### config.mk
export PLATFORM = sky130hd
export DESIGN_NAME = fb_scan_arbiter
export DESIGN_NICKNAME = d
export VERILOG_FILES = /design/src/rtl/fb_scan_arbiter.sv
export SDC_FILE = /design/constraint.sdc
export NUM_CORES = 1
export LEC_CHECK = 0
export ABC_AREA = 1
export CORE_ASPECT_RATIO = 1.1
export CORE_UTILIZATION = 35
export DETAILED_ROUTE_END_ITERATION = 16
export PLACE_DENSITY = 0.78
export SKIP_LAST_GASP = 1
export SLEW_MARGIN = 0
export SYNTH_ARGS = -nofsm -noshare
export SYNTH_HDL_FRONTEND = slang
export SYNTH_SLANG_ARGS = --single-unit
### constraint.sdc
create_clock -name clk -period 1.6 [get_ports clk]
set_clock_uncertainty 0.05 [all_clocks]
set_input_delay 0.32 -clock clk [delete_from_list [all_inputs] [get_ports clk]]
set_output_delay 0.32 -clock clk [all_outputs]
set_load 0.05 [all_outputs]
### src/rtl/fb_scan_arbiter.sv
// Framebuffer port arbiter: display scan-out reads take priority, the draw client
// gets a write slot at least every BURST reads, and returned pixels feed the pixel FIFO.
module fb_scan_arbiter #(
  parameter int DATA_W    = 24,
  parameter int ADDR_W    = 19,
  parameter int FRAME_PIX = 307200,
  parameter int RD_LAT    = 2,
  parameter int BURST     = 8
) (
  input  logic              clk,
  input  logic              rst,
  input  logic              vsync,
  input  logic              fifo_afull,
  output logic              fifo_wr_en,
  output logic [DATA_W-1:0] fifo_din,
  output logic [ADDR_W-1:0] mem_addr,
  output logic              mem_re,
  output logic              mem_we,
  output logic [DATA_W-1:0] mem_wdata,
  input  logic [DATA_W-1:0] mem_rdata,
  input  logic              wr_req,
  input  logic [ADDR_W-1:0] wr_addr,
  input  logic [DATA_W-1:0] wr_data,
  output logic              wr_ack,
  output logic              frame_err
);

  localparam int RUN_W = $clog2(BURST + 1);
  localparam logic [ADDR_W-1:0] LAST_PIX  = ADDR_W'(FRAME_PIX - 1);
  localparam logic [RUN_W-1:0]  BURST_MAX = RUN_W'(BURST);

  typedef enum logic [1:0] {
    SYNC_WAIT = 2'd0,
    RUN       = 2'd1,
    DONE      = 2'd2
  } state_t;

  state_t              state_reg, state_next;
  logic [ADDR_W-1:0]   rd_ptr_reg, rd_ptr_next;
  logic [RUN_W-1:0]    rd_run_reg, rd_run_next;
  logic                frame_err_reg, frame_err_next;
  logic                vs_d_reg;
  logic [RD_LAT-1:0]   vld_reg, vld_next;

  logic vs_edge;
  logic read_ok;
  logic grant_wr;
  logic grant_rd;

  assign vs_edge = vs_d_reg & ~vsync;
  assign read_ok = (state_reg == RUN) & ~fifo_afull & ~vs_edge;

  // Grants are masked during reset so the RAM port is quiet while rst is high.
  assign grant_wr = ~rst & wr_req & (~read_ok | (rd_run_reg == BURST_MAX));
  assign grant_rd = ~rst & ~grant_wr & read_ok;

  always_comb begin
    mem_re    = 1'b0;
    mem_we    = 1'b0;
    wr_ack    = 1'b0;
    mem_addr  = '0;
    mem_wdata = '0;
    if (grant_wr) begin
      mem_we    = 1'b1;
      wr_ack    = 1'b1;
      mem_addr  = wr_addr;
      mem_wdata = wr_data;
    end else if (grant_rd) begin
      mem_re    = 1'b1;
      mem_addr  = rd_ptr_reg;
    end
  end

  always_comb begin
    state_next     = state_reg;
    rd_ptr_next    = rd_ptr_reg;
    frame_err_next = frame_err_reg;
    case (state_reg)
      SYNC_WAIT, DONE: begin
        if (vs_edge) begin
          state_next  = RUN;
          rd_ptr_next = '0;
        end
      end
      RUN: begin
        if (vs_edge) begin
          frame_err_next = 1'b1;
          rd_ptr_next    = '0;
        end else if (grant_rd) begin
          // The pointer parks on the last pixel rather than wrapping.
          if (rd_ptr_reg == LAST_PIX) begin
            state_next = DONE;
          end else begin
            rd_ptr_next = rd_ptr_reg + ADDR_W'(1);
          end
        end
      end
      default: state_next = SYNC_WAIT;
    endcase
  end

  always_comb begin
    rd_run_next = rd_run_reg;
    if (!wr_req || grant_wr) begin
      rd_run_next = '0;
    end else if (grant_rd) begin
      rd_run_next = rd_run_reg + RUN_W'(1);
    end
  end

  // Read-valid pipe: bit RD_LAT-1 lines up with mem_rdata for the matching read.
  for (genvar gi = 0; gi < RD_LAT; gi++) begin : g_vld
    if (gi == 0) begin : g_head
      assign vld_next[gi] = grant_rd;
    end else begin : g_tail
      assign vld_next[gi] = vld_reg[gi-1];
    end
  end

  always_ff @(posedge clk) begin
    if (rst) begin
      state_reg     <= SYNC_WAIT;
      rd_ptr_reg    <= '0;
      rd_run_reg    <= '0;
      frame_err_reg <= 1'b0;
      vs_d_reg      <= 1'b1;
      vld_reg       <= '0;
    end else begin
      state_reg     <= state_next;
      rd_ptr_reg    <= rd_ptr_next;
      rd_run_reg    <= rd_run_next;
      frame_err_reg <= frame_err_next;
      vs_d_reg      <= vsync;
      vld_reg       <= vld_next;
    end
  end

  assign fifo_wr_en = vld_reg[RD_LAT-1];
  assign fifo_din   = fifo_wr_en ? mem_rdata : '0;
  assign frame_err  = frame_err_reg;

endmodule

==> impl_metrics.toml, run 1 <==
[outcome]
outcome = "finished, violations left"
violations_in_the_final_reports = "negative setup slack"

[timing]
final.period_utilization_pct = 137
rsz0062_at_grt = "yes"
final_max_slew_viol_count = 0
finalSetupViolations = 68
fin_crit_ns = 2.19
fin_hold_ws_ns = 0.405
report.final.hold_viol_count = 0
timing.slew.headroom_pct = 68.4
timing.final.ws_setup_ns = -0.587
timing.setup.tns_ns = -32.07
max_clock_freq_mhz = 457
slew_at_the_pin_closest_to_its_max_slew_limit_ns = 0.470

[worst_setup_path]
timing.critical_path.slowest_stage_cell = "dfxtp_2"
r2r_slack_ns = -0.50
max_stage_delay_ns = 0.33
ff2ff_path_depth = 14
critPathCaptureType = "primary output"
worst_path_most_repeated_cell = "buf_12"
crit_path_start_kind = "register"
r2r-start = "rd_run_reg[0]"
crit_type = "reg2out"
crit_chain = "inv_2, nand3_2, nor2_4, nand2_4, nand3_4, buf_12, clkinv_8, nand2_1, o21ai_4, buf_12"
cp_data_required_time_ns = 1.23
r2r_path_end = "rd_ptr_reg[18]"
critPathArrivalTime_ns = 1.82
critical_path.max_fanout = 6

[synth]
syn_area_mm2 = 0.00247
post_synth_edffs = 0
synth_common_cells = "nand2_1, inv_1, nor2_1"
post-synth-top-area-cell = "dfxtp_1"
synth_area_leaders = "dfxtp_1, nand2_1, inv_1"
syn-instance-count = 431
ys_warn_count = 0
yosys_most_used_dff = "dfxtp_1"
postSynthAreaPerCell_um2 = 5.74
synthDistinctLibCells = 32
synth_top_area_share_pct = 23.5
synth_fp_nets = 506
postSynth.asyncResetShare_pct = 0
synth_seq_area_share_pct = 23.5
yosysMostFrequentCell = "nand2_1"
synth_seq_cells = 29

[routing]
drt-pass1-iter-count = 8
vias = 4417
avgViaCountPerCell = 6.03
detailedRoute.firstIterationViolations = 598
detail_route.drc_violations = 0
routed_wirelength_mm = 17.5
wire_per_inst_um = 23.9
antenna_left = 0

[clock_tree]
clock_tree.htree_level_count = 2
worst_skew_pair.late_latency_ns = 0.31
cts.hold.buffers_added = 0
cts-buffers-inserted = 5
clkTransAtPathRegs_ns = 0.07
clock_sink_count = 29
cts_buffer_depth = 2
cts_root_buffer = "clkbuf_8"
tritoncts = "yes"

[layout]
diodes = 0
finalNonFillerCells = 732
fin_nets = 724
number_of_flip_flops_under_the_largest_register_name = 19
post_route_cells_drive_above_1_share_pct = 46.8
synthToLayoutAreaGrowth_pct = 155

[place]
io_buffer_count = 143
place_inst = 704
post-place-ws_ns = -0.714
place_hpwl_mm = 8.68
gp_routability_congestion = 0.920

[grt]
maximum_number_of_pins_on_one_net_before_global_route_repair = 26
grt_use_met2_pct = 64.9
gr-usage-met1_pct = 38.1
grt_first_pass_wirelength_mm = 21.2
grt.busiest_layer = "met2"
antenna_violations_before_repair = 0
number_of_global_route_vias_before_repair = 4055
global_route.usage.met3_pct = 12.8
grt_overflow = 0
groute.usage.overall_pct = 37.9

[worst_hold_path]
hold_depth = 2
hold_start = "vsync"
worst_hold_path.endpoint = "vs_d_reg"
hold_path_class = "in2reg"

[floorplan]
fp.dieH_um = 90.2
start_util_pct = 36.8
design.die.area_mm2 = 0.00740
pin_count = 144
cell_row_count = 31
dieWidth_um = 82.1
core_area_mm2 = 0.00671

[run]
max_cap_violations = 0

[power]
tot_pwr_mw = 3.17
p_leak_nw = 2.84
power.density_cell_area_mw_per_mm2 = 502
max-vdd-ir-drop_mv = 0.648
==> placed cells by master (no fill, tap or decap), types with 2 or more instances in the layout <==
cell / n
nor2_2: 14
ha_4: 2
inv_2: 8
dfxtp_1: 20
o21ai_0: 6
nand2_8: 2
inv_8: 3
clkbuf_8: 6
or2_2: 3
dfxtp_2: 8
buf_8: 2
buf_12: 79
nand3_1: 37
nand4_1: 6
clkdlybuf4s50_1: 68
buf_6: 11
inv_1: 77
a21oi_2: 5
nand3_2: 15
buf_16: 3
dlygate4sd2_1: 3
buf_4: 57
a22o_4: 3
nor2_1: 34
nand3_4: 3
a21oi_1: 5
clkinv_8: 4
nand2_4: 13
o21ai_4: 16
nand2_2: 12
nand2_1: 81
nor2_4: 29
==> cells by family (layout without fill, tap and decap cells) <==
family,count (synthesis),count (layout),synth area share (%)
flip-flops,29,29,23.5
AO/OA/AOI/OAI,39,39,9.31
XOR/XNOR,1,1,0.354
buffers and inverters,104,323,17.4
adder cells (fa/ha/maj),3,3,1.52
AND/OR/NAND/NOR,255,255,47.9
==> per-stage QoR <==
| step | cell area (um^2) | utilization, % |
|---|---|---|
| after floorplan | 2960 | - |
| after CTS | 6030 | 89.8 |
| after global routing | 6310 | 94.1 |
| after global placement | 5580 | 83.1 |
| final | 6310 | 94.1 |
| after detailed placement | 5580 | 83.1 |
==> per-layer routing <==
metal	part of all wire, %	wire length (um)	vias up
met5	0	0	-
met4	9.7	1690	0
met1	29	5100	2017
li1	-	-	1753
met3	14	2500	185
met2	47	8210	462
==> final cells by class <==
type / count / area [um^2]
Timing Repair Buffer: 223 / 2950
Clock buffer: 7 / 86.3
Clock inverter: 1 / 30.0
Tap cell: 82 / 103
Fill cell: 201 / 398
Timing Repair inverter: 4 / 55.1
Sequential cell: 29 / 594
Multi-Input combinational cell: 298 / 2130
Inverter: 88 / 363
==> worst max-delay path by stage <==
| stage | startpoint | end | slack [ns] | cells past startpoint |
|---|---|---|---|---|
| after global placement | vsync | mem_addr[18] | -0.63 | 9 |
| after floorplan | rd_run_reg[1] | mem_addr[1] | -0.14 | 6 |
| final | state_reg[1] | mem_addr[5] | -0.59 | 10 |
| after detailed placement | vsync | mem_addr[9] | -0.71 | 9 |
| after CTS | rd_run_reg[0] | mem_addr[4] | -0.47 | 8 |
| after global routing | rd_run_reg[0] | rd_ptr_reg[18] | -0.63 | 14 |
==> report_power, final <==
group / internal [mW] / switching (mW)
sequential: 0.758 / 0.0475
combinational: 0.716 / 0.807
clock: 0.508 / 0.332
==> critical path, delay by kind of cell (launching register included) <==
family                 cells  cell delay [ns]
flip-flops                 1             0.33
buffers and inverters      4             0.47
AO/OA/AOI/OAI              1             0.07
AND/OR/NAND/NOR            5             0.65
==> timing repair <==
item / CTS / global route
endpoints found under the setup margin: 91 / 70
resized for setup: 52 / 58
pin swaps: 16 / 14
buffers inserted: 7 / 7
gates cloned: 7 / 0
(Power assumes the default switching activity.)
==> inputs of run 2 (changes only) <==
Settings changed: CORE_UTILIZATION 35 to 58, DONT_BUFFER_PORTS set to 1, PLACE_DENSITY 0.78 to 0.76.
==> impl_metrics.toml, run 2 <==
[floorplan]
pin_count = 144
start_util_pct = 61.4
dieWidth_um = 64.3
fp.dieH_um = 70.5
cell_row_count = 24

[synth]
synth_fp_nets = 506
ys_warn_count = 0
syn_area_mm2 = 0.00247
synth_top_area_share_pct = 23.5
synth_fa_ha_area_share_pct = 1.52
synth_xor_xnor_area_share_pct = 0.354
synth_seq_area_share_pct = 23.5
yosysMostFrequentCell = "nand2_1"
syn-instance-count = 431
synthDistinctLibCells = 32
largest_family_of_logic_cells_by_synthesized_area = "simple AND/OR/NAND/NOR gates"
yosys.area_share.simple_pct = 47.9
post_synth_edffs = 0
synth_seq_cells = 29
yosys_most_used_dff = "dfxtp_1"
yosys-mux-area-fraction_pct = 0
synth_common_cells = "nand2_1, inv_1, nor2_1"
synth_area_leaders = "dfxtp_1, nand2_1, inv_1"
post-synth-top-area-cell = "dfxtp_1"
postSynthAreaPerCell_um2 = 5.74
area_fraction_in_compound_gates_after_synthesis_pct = 9.31
postSynth.asyncResetShare_pct = 0

[place]
io_buffer_count = 0
gp_routability_congestion = 0.995

[outcome]
last-stage-reached = "3_5_place_dp"
first-error = "[ERROR DPL-0038] Utilization greater than 100%, impossible to legalize"
outcome = "stopped before the end"
-- run 2: through the flow --
stage	std cells	setup WS [ns]	instance area, um^2
floorplan	431	-0.135	2960
global placement	581	-0.107	4540
-- run 2: cells by family after synthesis --
logic type | count (synthesis)
AOI/OAI and AO/OA | 39
xor gates and xnor gates | 1
adders and majority gates | 3
buffers and inverters | 104
DFF | 29
and+or+nand+nor | 255
==> inputs of run 3 (changes only) <==
Settings changed: CORE_ASPECT_RATIO 1.1 to not set, CORE_UTILIZATION 58 to 40, PLACE_DENSITY 0.76 to not set, PLACE_DENSITY_LB_ADDON set to 0.15.
Clock period 1.6 ns to 2.1 ns, I/O delays scaled along.
==> impl_metrics.toml, run 3 (synthesis results as in run 1) <==
[outcome]
outcome = "finished, violations left"
violations_in_the_final_reports = "negative setup slack"

[worst_setup_path]
worstSetupStartpoint = "rd_run_reg[0]"
critPathCaptureType = "primary output"
r2r-start = "rd_ptr_reg[1]"
critical_path.max_fanout = 7
cp_data_required_time_ns = 1.63
critPathArrivalTime_ns = 1.69
crit_path_start_kind = "register"
crit_type = "reg2out"

[power]
power.combinational.fraction_pct = 35.8
fraction_of_power_consumed_by_sequential_logic_pct = 37.1
power.density_cell_area_mw_per_mm2 = 409
p_leak_nw = 1.93
power.switching_fraction_pct = 37.8
max-vdd-ir-drop_mv = 0.307
tot_pwr_mw = 1.65
internal_power_mw = 1.03
switching_power_mw = 0.624
clkPwrFrac_pct = 27.0

[clock_tree]
cts.hold.buffers_added = 0
clkTransAtPathRegs_ns = 0.07
clock_sink_count = 29
worst_skew_pair.late_latency_ns = 0.28
cts-buffers-inserted = 5
cts_root_buffer = "clkbuf_8"
clock_tree.htree_level_count = 2
tritoncts = "yes"
cts_buffer_depth = 2

[grt]
number_of_global_route_vias_before_repair = 2603
maximum_number_of_pins_on_one_net_before_global_route_repair = 25
grt_overflow = 0
antenna_violations_before_repair = 0
grt_first_pass_wirelength_mm = 12.0
groute.usage.overall_pct = 23.7

[layout]
diodes = 0
post_route_cells_drive_above_1_share_pct = 34.8
synthToLayoutAreaGrowth_pct = 63.2
fin_nets = 591
number_of_flip_flops_under_the_largest_register_name = 19
final_cell_mix = "nand2_1, inv_1, nor2_1"
post-route-cell-area_mm2 = 0.00404
finalNonFillerCells = 592
layout.core_utilization_pct = 67.8
mostFrequentLayoutCell = "nand2_1"

[place]
placed_cell_area_mm2 = 0.00360
place_hpwl_mm = 6.13
place_inst = 576
io_buffer_count = 0
post-place-ws_ns = 0.0422
gp_routability_congestion = 0.885

[routing]
detail_route.drc_violations = 0
wire_per_inst_um = 13.9
routed_wirelength_mm = 8.24
drt-pass1-iter-count = 5
avgViaCountPerCell = 4.99
vias = 2956
antenna_left = 0
detailedRoute.firstIterationViolations = 189

[timing]
timing.slew.headroom_pct = 64.8
final_max_slew_viol_count = 0
timing.final.ws_setup_ns = -0.0579
final.period_utilization_pct = 103
max_clock_freq_mhz = 463
report.final.hold_viol_count = 0
fin_hold_ws_ns = 0.153
rsz0062_at_grt = "yes"
slew_at_the_pin_closest_to_its_max_slew_limit_ns = 0.527
timing.setup.tns_ns = -0.333
fin_crit_ns = 2.16
finalSetupViolations = 16

[floorplan]
design.die.area_mm2 = 0.00650
dieWidth_um = 80.6
core_area_mm2 = 0.00596
pin_count = 144
cell_row_count = 28
start_util_pct = 41.5
fp.dieH_um = 80.6

[worst_hold_path]
hold_start = "rst"
hold_path_class = "in2reg"

[run]
max_cap_violations = 0
==> run 3: power groups by stage <==
stage / combinational [mW] / clock (mW) / sequential [mW]
6_report: 0.591 / 0.446 / 0.613
4_1_cts: 0.545 / 0.454 / 0.612
2_1_floorplan: 0.370 / 0 / 0.617
5_1_grt: 0.632 / 0.484 / 0.616
3_3_place_gp: 0.523 / 0 / 0.622
3_5_place_dp: 0.529 / 0 / 0.623
==> run 3: worst max-delay path, cell delays in order, from the launching register on <==
cell and delay (ns):
dfxtp_2 0.32, inv_2 0.07, ha_4 0.13, nand3_4 0.07, o211ai_4 0.26, clkinv_4 0.13, a22o_4 0.27, buf_12 0.14
==> run 3: final timing paths <==
path	to	slack, ns	cells past startpoint
hold / removal	rd_ptr_reg[6]	0.15	1
setup / recovery	mem_addr[2]	-0.06	7
setup reg to reg	rd_ptr_reg[4]	0.17	12
hold reg to reg	vld_reg[1]	0.36	2
==> run 3: metal layers <==
metal | vias to the layer above | global-route usage (%) | part of all wire (%)
met3 | 14 | 5.11 | 7.1
met4 | 0 | 4.29 | 1.4
li1 | 1482 | - | -
met5 | - | 0 | 0
met2 | 109 | 42.9 | 52
met1 | 1351 | 28.6 | 39
==> run 3: what timing repair did <==
| action | CTS | global route |
|---|---|---|
| gates resized for setup | 22 | 55 |
| endpoints found under the setup margin | 45 | 46 |
| gates cloned | 0 | 1 |
| hold endpoints to repair | 0 | 0 |
| buffers inserted | 6 | 1 |
| pin swaps | 6 | 3 |
==> run 3: area by class of cell <==
cell class                      count  area [um^2]
Clock buffer                        6         72.6
Clock inverter                      2         10.0
Fill cell                         492         1920
Inverter                           88          340
Multi-Input combinational cell    298         1620
Sequential cell                    29          583
Tap cell                           75         93.8
Timing Repair Buffer               94         1320
